--- config.mk ---
export PLATFORM = sky130hd
export DESIGN_NAME = bbox_raster_scan
export DESIGN_NICKNAME = d
export VERILOG_FILES = /design/src/rtl/bbox_raster_scan.sv
export SDC_FILE = /design/constraint.sdc
export NUM_CORES = 1
export LEC_CHECK = 0
export CORE_MARGIN = 2
export CORE_UTILIZATION = 35
export DETAILED_ROUTE_END_ITERATION = 16
export GPL_TIMING_DRIVEN = 0
export PLACE_DENSITY = 0.63
export SLEW_MARGIN = 20
export SYNTH_ARGS = -nofsm -noshare
export SYNTH_HDL_FRONTEND = slang
export SYNTH_SLANG_ARGS = --single-unit
export TNS_END_PERCENT = 50
--- constraint.sdc ---
create_clock -name clk -period 2.9 [get_ports clk]
set_input_delay 0.435 -clock clk [delete_from_list [all_inputs] [get_ports clk]]
set_output_delay 0.435 -clock clk [all_outputs]
set_load 0.03 [all_outputs]
--- src/rtl/bbox_raster_scan.sv ---
// -----------------------------------------------------------------------------
// bbox_raster_scan
//   Triangle setup and pixel walker. Accepts one triangle (three signed
//   fixed-point vertices) per tri_valid/tri_ready handshake. It computes the
//   vertex bounding box rounded to integer pixels, and optionally clips the box
//   to the screen. It then streams every pixel coordinate inside the box in
//   row-major order over a px_valid/px_ready interface.
//
//   Optional feature macro: BBOX_SCREEN_CLIP_EN
//     defined     : box clipped to [0,SCREEN_W-1] x [0,SCREEN_H-1]; a box that
//                   lies wholly off screen becomes empty.
//     not defined : no clipping; coordinates are emitted as signed values.
//
// Ports
//   clk, rst_n                  clock (rising edge), async active-low reset
//   tri_valid / tri_ready       triangle handshake (ready only while idle)
//   v0x..v2x, v0y..v2y   [W]    vertex coordinates, signed fixed point
//   bb_xmin..bb_ymax     [PW]   registered rounded (and clipped) box bounds
//   px_valid / px_ready         pixel stream handshake
//   px_x, px_y           [PW]   current pixel coordinate, signed
//   px_last                     current pixel is the last one of the box
//   tri_done                    one-cycle pulse: triangle finished (or empty)
//
// Timing
//   Accept at edge N registers the vertex min/max. Edge N+1 registers the
//   rounded and clipped bounds. Edge N+2 loads bb_* and the first pixel, or
//   pulses tri_done for an empty box. After that the walker runs at one pixel
//   per clock while px_ready is high.
// -----------------------------------------------------------------------------
module bbox_raster_scan #(
  parameter  int W        = 16,
  parameter  int FRAC     = 6,
  parameter  int SCREEN_W = 640,
  parameter  int SCREEN_H = 480,
  localparam int PW       = W - FRAC + 1
) (
  input  logic                 clk,
  input  logic                 rst_n,
  input  logic                 tri_valid,
  output logic                 tri_ready,
  input  logic signed [W-1:0]  v0x,
  input  logic signed [W-1:0]  v1x,
  input  logic signed [W-1:0]  v2x,
  input  logic signed [W-1:0]  v0y,
  input  logic signed [W-1:0]  v1y,
  input  logic signed [W-1:0]  v2y,
  output logic signed [PW-1:0] bb_xmin,
  output logic signed [PW-1:0] bb_xmax,
  output logic signed [PW-1:0] bb_ymin,
  output logic signed [PW-1:0] bb_ymax,
  output logic                 px_valid,
  input  logic                 px_ready,
  output logic signed [PW-1:0] px_x,
  output logic signed [PW-1:0] px_y,
  output logic                 px_last,
  output logic                 tri_done
);

  // Reject parameter sets where the fixed-point split or the screen size makes no sense.
  if (FRAC < 1 || FRAC >= W || SCREEN_W < 1 || SCREEN_H < 1) begin : g_bad_cfg
    $error("bbox_raster_scan: unsupported parameter set");
  end

  // ROUND is the internal cycle between accept and CALC. It holds the
  // rounding and clipping stage, which gives the two-edge accept-to-output latency.
  typedef enum logic [1:0] {IDLE, ROUND, CALC, SCAN} state_t;

  localparam logic signed [W:0] HALF = (W+1)'(2 ** (FRAC - 1));

  state_t               state;
  logic signed [W-1:0]  mn_x, mx_x, mn_y, mx_y;   // raw fixed-point extremes
  logic signed [PW-1:0] r_xmin, r_xmax, r_ymin, r_ymax; // rounded + clipped
  logic signed [PW-1:0] rx_min, rx_max, ry_min, ry_max; // rounded (comb)
  logic signed [PW-1:0] c_xmin, c_xmax, c_ymin, c_ymax; // clipped (comb)
  logic signed [PW-1:0] nx, ny;
  logic                 nlast;

  function automatic logic signed [W-1:0] min3(input logic signed [W-1:0] a, b, c);
    logic signed [W-1:0] m;
    m = (a < b) ? a : b;
    return (c < m) ? c : m;
  endfunction

  function automatic logic signed [W-1:0] max3(input logic signed [W-1:0] a, b, c);
    logic signed [W-1:0] m;
    m = (a > b) ? a : b;
    return (c > m) ? c : m;
  endfunction

  // Round to nearest with ties toward +inf. The sum is taken one bit wider so
  // that the largest positive vertex cannot wrap. An arithmetic shift gives a
  // floor for negative values.
  function automatic logic signed [PW-1:0] round_fx(input logic signed [W-1:0] v);
    logic signed [W:0] s;
    s = {v[W-1], v} + HALF;
    return PW'(s >>> FRAC);
  endfunction

  assign rx_min = round_fx(mn_x);
  assign rx_max = round_fx(mx_x);
  assign ry_min = round_fx(mn_y);
  assign ry_max = round_fx(mx_y);

`ifdef BBOX_SCREEN_CLIP_EN
  localparam logic signed [PW-1:0] X_LIM = PW'(SCREEN_W - 1);
  localparam logic signed [PW-1:0] Y_LIM = PW'(SCREEN_H - 1);

  // A box that lies wholly off screen ends up with min > max and is treated as empty.
  assign c_xmin = (rx_min < 0)     ? '0    : rx_min;
  assign c_xmax = (rx_max > X_LIM) ? X_LIM : rx_max;
  assign c_ymin = (ry_min < 0)     ? '0    : ry_min;
  assign c_ymax = (ry_max > Y_LIM) ? Y_LIM : ry_max;
`else
  assign c_xmin = rx_min;
  assign c_xmax = rx_max;
  assign c_ymin = ry_min;
  assign c_ymax = ry_max;
`endif

  // Next pixel in row-major order, and whether that pixel closes the box.
  always_comb begin
    // NOTE: default every comb output first so no path leaves it unassigned (latch).
    nx = px_x + PW'(1);
    ny = px_y;
    if (!(px_x < bb_xmax)) begin
      nx = bb_xmin;
      ny = px_y + PW'(1);
    end
  end

  assign nlast = (nx == bb_xmax) && (ny == bb_ymax);

  // NOTE: all state below uses non-blocking assignments so every register samples pre-edge values.
  always_ff @(posedge clk or negedge rst_n) begin
    if (!rst_n) begin
      state     <= IDLE;
      tri_ready <= 1'b1;
      tri_done  <= 1'b0;
      px_valid  <= 1'b0;
      px_last   <= 1'b0;
      px_x      <= '0;
      px_y      <= '0;
      bb_xmin   <= '0;
      bb_xmax   <= '0;
      bb_ymin   <= '0;
      bb_ymax   <= '0;
      mn_x      <= '0;
      mx_x      <= '0;
      mn_y      <= '0;
      mx_y      <= '0;
      r_xmin    <= '0;
      r_xmax    <= '0;
      r_ymin    <= '0;
      r_ymax    <= '0;
    end else begin
      tri_done <= 1'b0;  // pulse; re-asserted only on the finishing cycle
      unique case (state)
        IDLE: begin
          if (tri_valid) begin
            mn_x      <= min3(v0x, v1x, v2x);
            mx_x      <= max3(v0x, v1x, v2x);
            mn_y      <= min3(v0y, v1y, v2y);
            mx_y      <= max3(v0y, v1y, v2y);
            tri_ready <= 1'b0;
            state     <= ROUND;
          end
        end
        ROUND: begin
          r_xmin <= c_xmin;
          r_xmax <= c_xmax;
          r_ymin <= c_ymin;
          r_ymax <= c_ymax;
          state  <= CALC;
        end
        CALC: begin
          bb_xmin <= r_xmin;
          bb_xmax <= r_xmax;
          bb_ymin <= r_ymin;
          bb_ymax <= r_ymax;
          px_x    <= r_xmin;
          px_y    <= r_ymin;
          if ((r_xmin > r_xmax) || (r_ymin > r_ymax)) begin
            tri_done  <= 1'b1;
            tri_ready <= 1'b1;
            state     <= IDLE;
          end else begin
            px_valid <= 1'b1;
            px_last  <= (r_xmin == r_xmax) && (r_ymin == r_ymax);
            state    <= SCAN;
          end
        end
        SCAN: begin
          if (px_ready) begin
            if (px_last) begin
              px_valid  <= 1'b0;
              px_last   <= 1'b0;
              tri_done  <= 1'b1;
              tri_ready <= 1'b1;
              state     <= IDLE;
            end else begin
              px_x    <= nx;
              px_y    <= ny;
              px_last <= nlast;
            end
          end
        end
        default: state <= IDLE;
      endcase
    end
  end

endmodule

== Yosys cells after proc, flatten, opt, wreduce, memory -nomap -nowiden ==
Index checks and enable logic that the tools add are counted.

* Order comparisons: 11
* Reduce and logical (&&, ||, !) cells: 12
* Equal/unequal tests: 13
* $add $sub $neg: 6
* Multiplexer cells: 38

{| class="wikitable"
|+ Operator list
! kind !! count
|-
| $mux W16 || 8
|-
| $add A16 B7 Y17 const B || 4
|-
| $mux W11 || 6
|-
| $gt A16 B16 Y1 || 4
|-
| $lt A16 B16 Y1 || 4
|-
| $eq A11 B11 Y1 || 4
|-
| $pmux W11 S2 || 2
|-
| $add A11 B2 Y11 const B || 2
|-
| $gt A11 B11 Y1 || 2
|-
| $mux W1 || 13
|-
| $ne A2 B2 Y1 const B || 6
|-
| $lt A11 B11 Y1 || 1
|-
| $reduce_and A3 Y1 || 3
|-
| $mux W2 || 4
|-
| $pmux W2 S4 || 1
|-
| $pmux W1 S2 || 3
|-
| $reduce_and A5 Y1 || 1
|-
| $eq A2 B2 Y1 const B || 2
|-
| $reduce_and A4 Y1 || 1
|-
| $pmux W1 S3 || 1
|-
| $reduce_bool A3 Y1 || 1
|-
| $eq A2 B1 Y1 const B || 1
|-
| $logic_and A1 B1 Y1 || 2
|-
| $logic_not A2 Y1 || 1
|-
| other kinds (3) || 3
|}

* Register bits after elaboration: 180
* Word-level logic and storage cells: 99
* Input bits: 100

== Longest topological paths before layout ==
* Depth after elaboration: 7
* Depth in mapped cells: 23
* Depth with buffers taken out: 19

== Least setup slack after synthesis ==
Ideal clock, no wire load.

* Path type: input -> register
* Start: in v1x[15]
* End: reg mx_x[10]
* Required time: 2.775 ns
* Slack: -1.842 ns
* Cell stages on the path: 22
* Library setup time: 0.125 ns
* Arrival time: 4.618 ns
* Cells stage by stage: inv_1 -> ha_1 -> buf_2 -> nand4_1 -> nor4_2 -> o21ai_0 -> o211ai_2 -> xor2_1 -> a21oi_2 -> buf_2 -> mux2i_1 -> ha_1 -> nor2b_1 -> o21a_1 -> o21a_1 -> o21a_1 -> o21a_1 -> o21a_1 -> o21ai_0 -> buf_2 -> mux2i_1 -> mux2_2

* Word-level cells in the longest chain between the ends: 4

{| class="wikitable"
|+ Ends and longest elaborated chain
! item !! line !! RTL
|-
| from (decl) || 42 || <nowiki>input logic signed [W-1:0] v1x,</nowiki>
|-
| $gt A16 B16 Y1 || 86 || <nowiki>m = (a > b) ? a : b;</nowiki>
|-
| $mux W16 * || 86 ||
|-
| $gt A16 B16 Y1 || 87 || <nowiki>return (c > m) ? c : m;</nowiki>
|-
| $mux W16 * || 87 ||
|-
| to (signal assigned) || 161 || <nowiki>mx_x <= max3(v0x, v1x, v2x);</nowiki>
|-
| to (decl) || 71 || <nowiki>logic signed [W-1:0] mn_x, mx_x, mn_y, mx_y;</nowiki>
|}

Every way passes the cells marked *; elsewhere a longest branch is shown, timed or not.
A chain may end at the register's enable or synchronous reset.

== Final worst setup path ==
* Start: in v0y[5]
* End: reg mn_y[11]

* Word-level cells in the longest chain between the ends: 4

{| class="wikitable"
|+ Ends and longest elaborated chain
! item !! line !! RTL
|-
| from (decl) || 44 || <nowiki>input logic signed [W-1:0] v0y,</nowiki>
|-
| $lt A16 B16 Y1 || 80 || <nowiki>m = (a < b) ? a : b;</nowiki>
|-
| $mux W16 * || 80 ||
|-
| $lt A16 B16 Y1 || 81 || <nowiki>return (c < m) ? c : m;</nowiki>
|-
| $mux W16 * || 81 ||
|-
| to (signal assigned) || 162 || <nowiki>mn_y <= min3(v0y, v1y, v2y);</nowiki>
|-
| to (decl) || 71 ||
|}

Marks and branches as above.

==> out/results.tsv <==
metric	value	unit
period utilisation layout	141.3	%
number of CTS-inserted buffers	17	
switch share	44.87	%
Hold Path Stages	2	
vias in the first global route	11025	
Reg clk slew, reported paths	0.06	ns
root buffer cell	clkbuf_16	
Internal Power	9.025	mW
DRT iter0 DRCs	677	
largest net degree at the start of global routing	93	
RSZ-0062 raised after global routing	yes	
CP Launch Point	v0y[5]	
Congestion Overflow GR	0	
Post-Syn Area	12060	µm²
worst hold path type	reg -> reg	
beginning of the worst register-to-register path	r_xmin[8]	
die footprint	35950	µm²
diodes inserted	0	
P_sw	7.345	mW
Max Cap Viol	0	
Starting Density	35.78	%
Filler cells	3132	
Period minus WS final	4.097	ns
Via density	5.311	
share of power burned in the clock network	14.0	%
Critical Path Slowest Stage Cell	a2111oi_4	
#FFs+latches synth	160	
relative max-transition margin	40.64	%
DR DRC count	0	
Clock Sink Count	160	
Max H-tree Level	4	
Post-synth EDFFs	0	
WL/cell	17.63	µm
total power	16.37	mW
FF+latch area	4008	µm²
LEAKAGE	7.543	nW
GRT Total Usage	20.24	%
Cell variety after synth	62	
syn_area_per_cell	8.738	µm²
Setup WS pre-CTS	-2.694	ns
Area Growth Syn to Fin	41.58	%
WHS Endpoint	r_xmax[4]	
commonest non-fill, non-tap cell in the layout	dfrtp_1	
chip width	189.6	µm
setup ws final	-1.197	ns
first drt pass iteration count	7	
Die Y	189.6	µm
violated checks	setup timing	
CTS tree	yes	
Clock Latency Late Sink	0.43	ns
most frequent cells in the layout	dfrtp_1 (157), nand2_1 (132), nor2_1 (105)	
share of post-route cells with drive strength above 1	25.21	%
Setup crit end kind	flop	
YS warnings	0	
GP Congestion	0.9085	
Setup Skew	0.009187	ns
Post-synth ARST share	100.0	%
first-pass GRT wire length	57990	µm
initial antenna violation count	0	
final setup vio count	45	
peak supply drop	0.5806	mV
Net Count, Synth	1612	
Worst-Margin Slew	0.8904	ns
CP cell instances	buf_6 > ha_4 > a21oi_2 > o21ai_1 > a221o_1 > a211o_1 > xor2_2 > buf_6 > buf_8 > buf_4 > a21oi_4 > ha_4 > a21oi_1 > o21ai_1 > a31o_2 > a2111oi_4 > o2111a_2 > or4_4 > clkbuf_16 > and3_4 > o31ai_2	
Final Max Slew Viols	0	
worst path bufs/invs	5	
Post-synth top flop	dfrtp_1	
Detail Route Antenna Nets	0	
Total Wirelength	37350	µm
worst setup path category	in -> reg	
maximum fanout along the worst path	6	
maximum clock insertion buffer count	2	
IO Count	170	
row cnt	67	
Port-buffer cells	169	
logic gate share of total power	58.4	%
Worst R2R End	px_last	
area of the multi-input gates	8576	µm²
Core Region	33700	µm²
outcome	finished with violations	
worst reg2reg path depth	10	
hold path start	r_xmax[4]	
pwr/cell area	958.9	nW/µm²
critical path startpoint category	input pin	
via count	11249	
Final Hold Vio Count	0	
highest clock rate	244.1	MHz
cells after synthesis	1380	
critical path's top delay family	compound AO/OA/AOI/OAI gates	
Worst EP required	3.19	ns
post-synthesis sequential area ratio	33.22	%
slowest stage delay, CP	0.34	ns
final HPWL from detailed placement	28380	µm
Layout Nets	1891	
R2R Setup Slk	-0.35	ns
crit path DAT	4.39	ns
Reg power frac	27.6	%
-- worst reg2reg max path, cell delays in order (launching register included) --
cell	delay [ns]
dfrtp_1	0.43
ha_1	0.33
a21o_1	0.21
a2111oi_1	0.51
nand2b_1	0.09
o21ai_0	0.31
nand3b_1	0.24
a21oi_1	0.18
o221ai_1	0.11
or4_1	0.55
o31ai_1	0.20
-- metal layers --
metal	vias to the layer above	share of wire (%)	track usage, %
met4	0	2.3	6.321
li1	5451	-	-
met2	360	48	33.84
met3	62	5.3	2.656
met1	5376	45	27.24
met5	-	0	0
-- worst max-delay path by stage --
| stage | endpoint | slack (ns) | depth (start not counted) |
|---|---|---|---|
| 2_1_floorplan | mx_y[10] | -1.43 | 20 |
| 3_3_place_gp | mn_y[10] | -5.16 | 1 |
| 3_5_place_dp | mn_x[8] | -2.69 | 23 |
| 4_1_cts | mn_y[8] | -1.18 | 22 |
| 5_1_grt | mn_y[7] | -1.35 | 21 |
| 6_report | mn_y[11] | -1.20 | 21 |
-- cell families (layout without fill, tap and decap cells) --
family | after synthesis | in the layout | synth area share (%)
adders and majority gates | 132 | 132 | 13.70
AOI/OAI and AO/OA | 324 | 324 | 16.67
xor gates and xnor gates | 75 | 75 | 5.448
muxes | 117 | 117 | 10.23
DFF | 160 | 160 | 33.22
buffers and inverters | 167 | 457 | 5.406
and+or+nand+nor | 405 | 405 | 15.34
-- metrics by stage --
stage               instances  util [%]  setup TNS, ns  hold WS [ns]  cell area [µm²]
CTS                      2097     48.73         -45.85        0.4810            16420
floorplan                1380         -         -55.99        0.1394            12490
global route             2118     50.66         -54.11        0.5113            17070
finish                   2118     50.66         -47.55        0.4809            17070
global placement         1997     43.75        -927.55        0.4652            14740
detailed placement       1998     43.84        -109.86        0.4289            14780
-- synth_stat cells (3+ instances only) --
cell	number	area (µm²)
a31oi_1	7	43.79
mux2i_1	67	670.6
nand4_1	28	175.2
a21o_1	19	142.6
o21ai_0	105	525.5
o21a_1	14	105.1
nand3_1	41	205.2
nand2_1	137	514.2
nor3_1	25	125.1
o31ai_2	9	112.6
mux2_2	50	563.0
ha_1	132	1652
a2111oi_0	5	43.79
and3_1	24	150.1
a21oi_1	110	550.5
inv_1	107	401.6
a221o_1	12	120.1
and2_1	3	18.77
buf_2	11	55.05
clkbuf_1	43	161.4
xnor2_1	50	437.9
nand2b_1	8	50.05
o31ai_1	7	52.55
xor2_1	25	219.0
nor4_1	4	25.02
buf_1	4	15.01
nor2b_1	11	68.82
a211oi_1	4	30.03
o22ai_1	7	43.79
dfrtp_1	159	3979
nor2_1	115	431.7
-- timing repair --
item                                    CTS  global route
pin swaps                                70            51
hold endpoints to repair                 62             0
buffers inserted                         62            20
gates resized for setup                 358           130
endpoints found under the setup margin   53            62
cloned                                    7             3
hold buffers                              1             0
-- cell type report --
type | count | area share (%)
multi-input combinational | 1053 | 50.23
sequential | 160 | 23.48
timing repair buffer | 261 | 14.62
tap | 448 | 3.283
clock buffer | 21 | 2.756
inverter | 107 | 2.617
buffer | 59 | 2.228
clock inverter | 9 | 0.7842
-- power groups by stage --
stage / sequential [mW] / combinational (mW) / clock, mW
final: 4.52 / 9.56 / 2.29
after global routing: 4.67 / 10.4 / 2.43
after detailed placement: 4.53 / 8.50 / 0
after CTS: 4.49 / 9.09 / 2.32
after global placement: 4.48 / 8.32 / 0
after floorplan: 4.87 / 5.20 / 0
No activity file was read; power rests on OpenSTA's default activity.
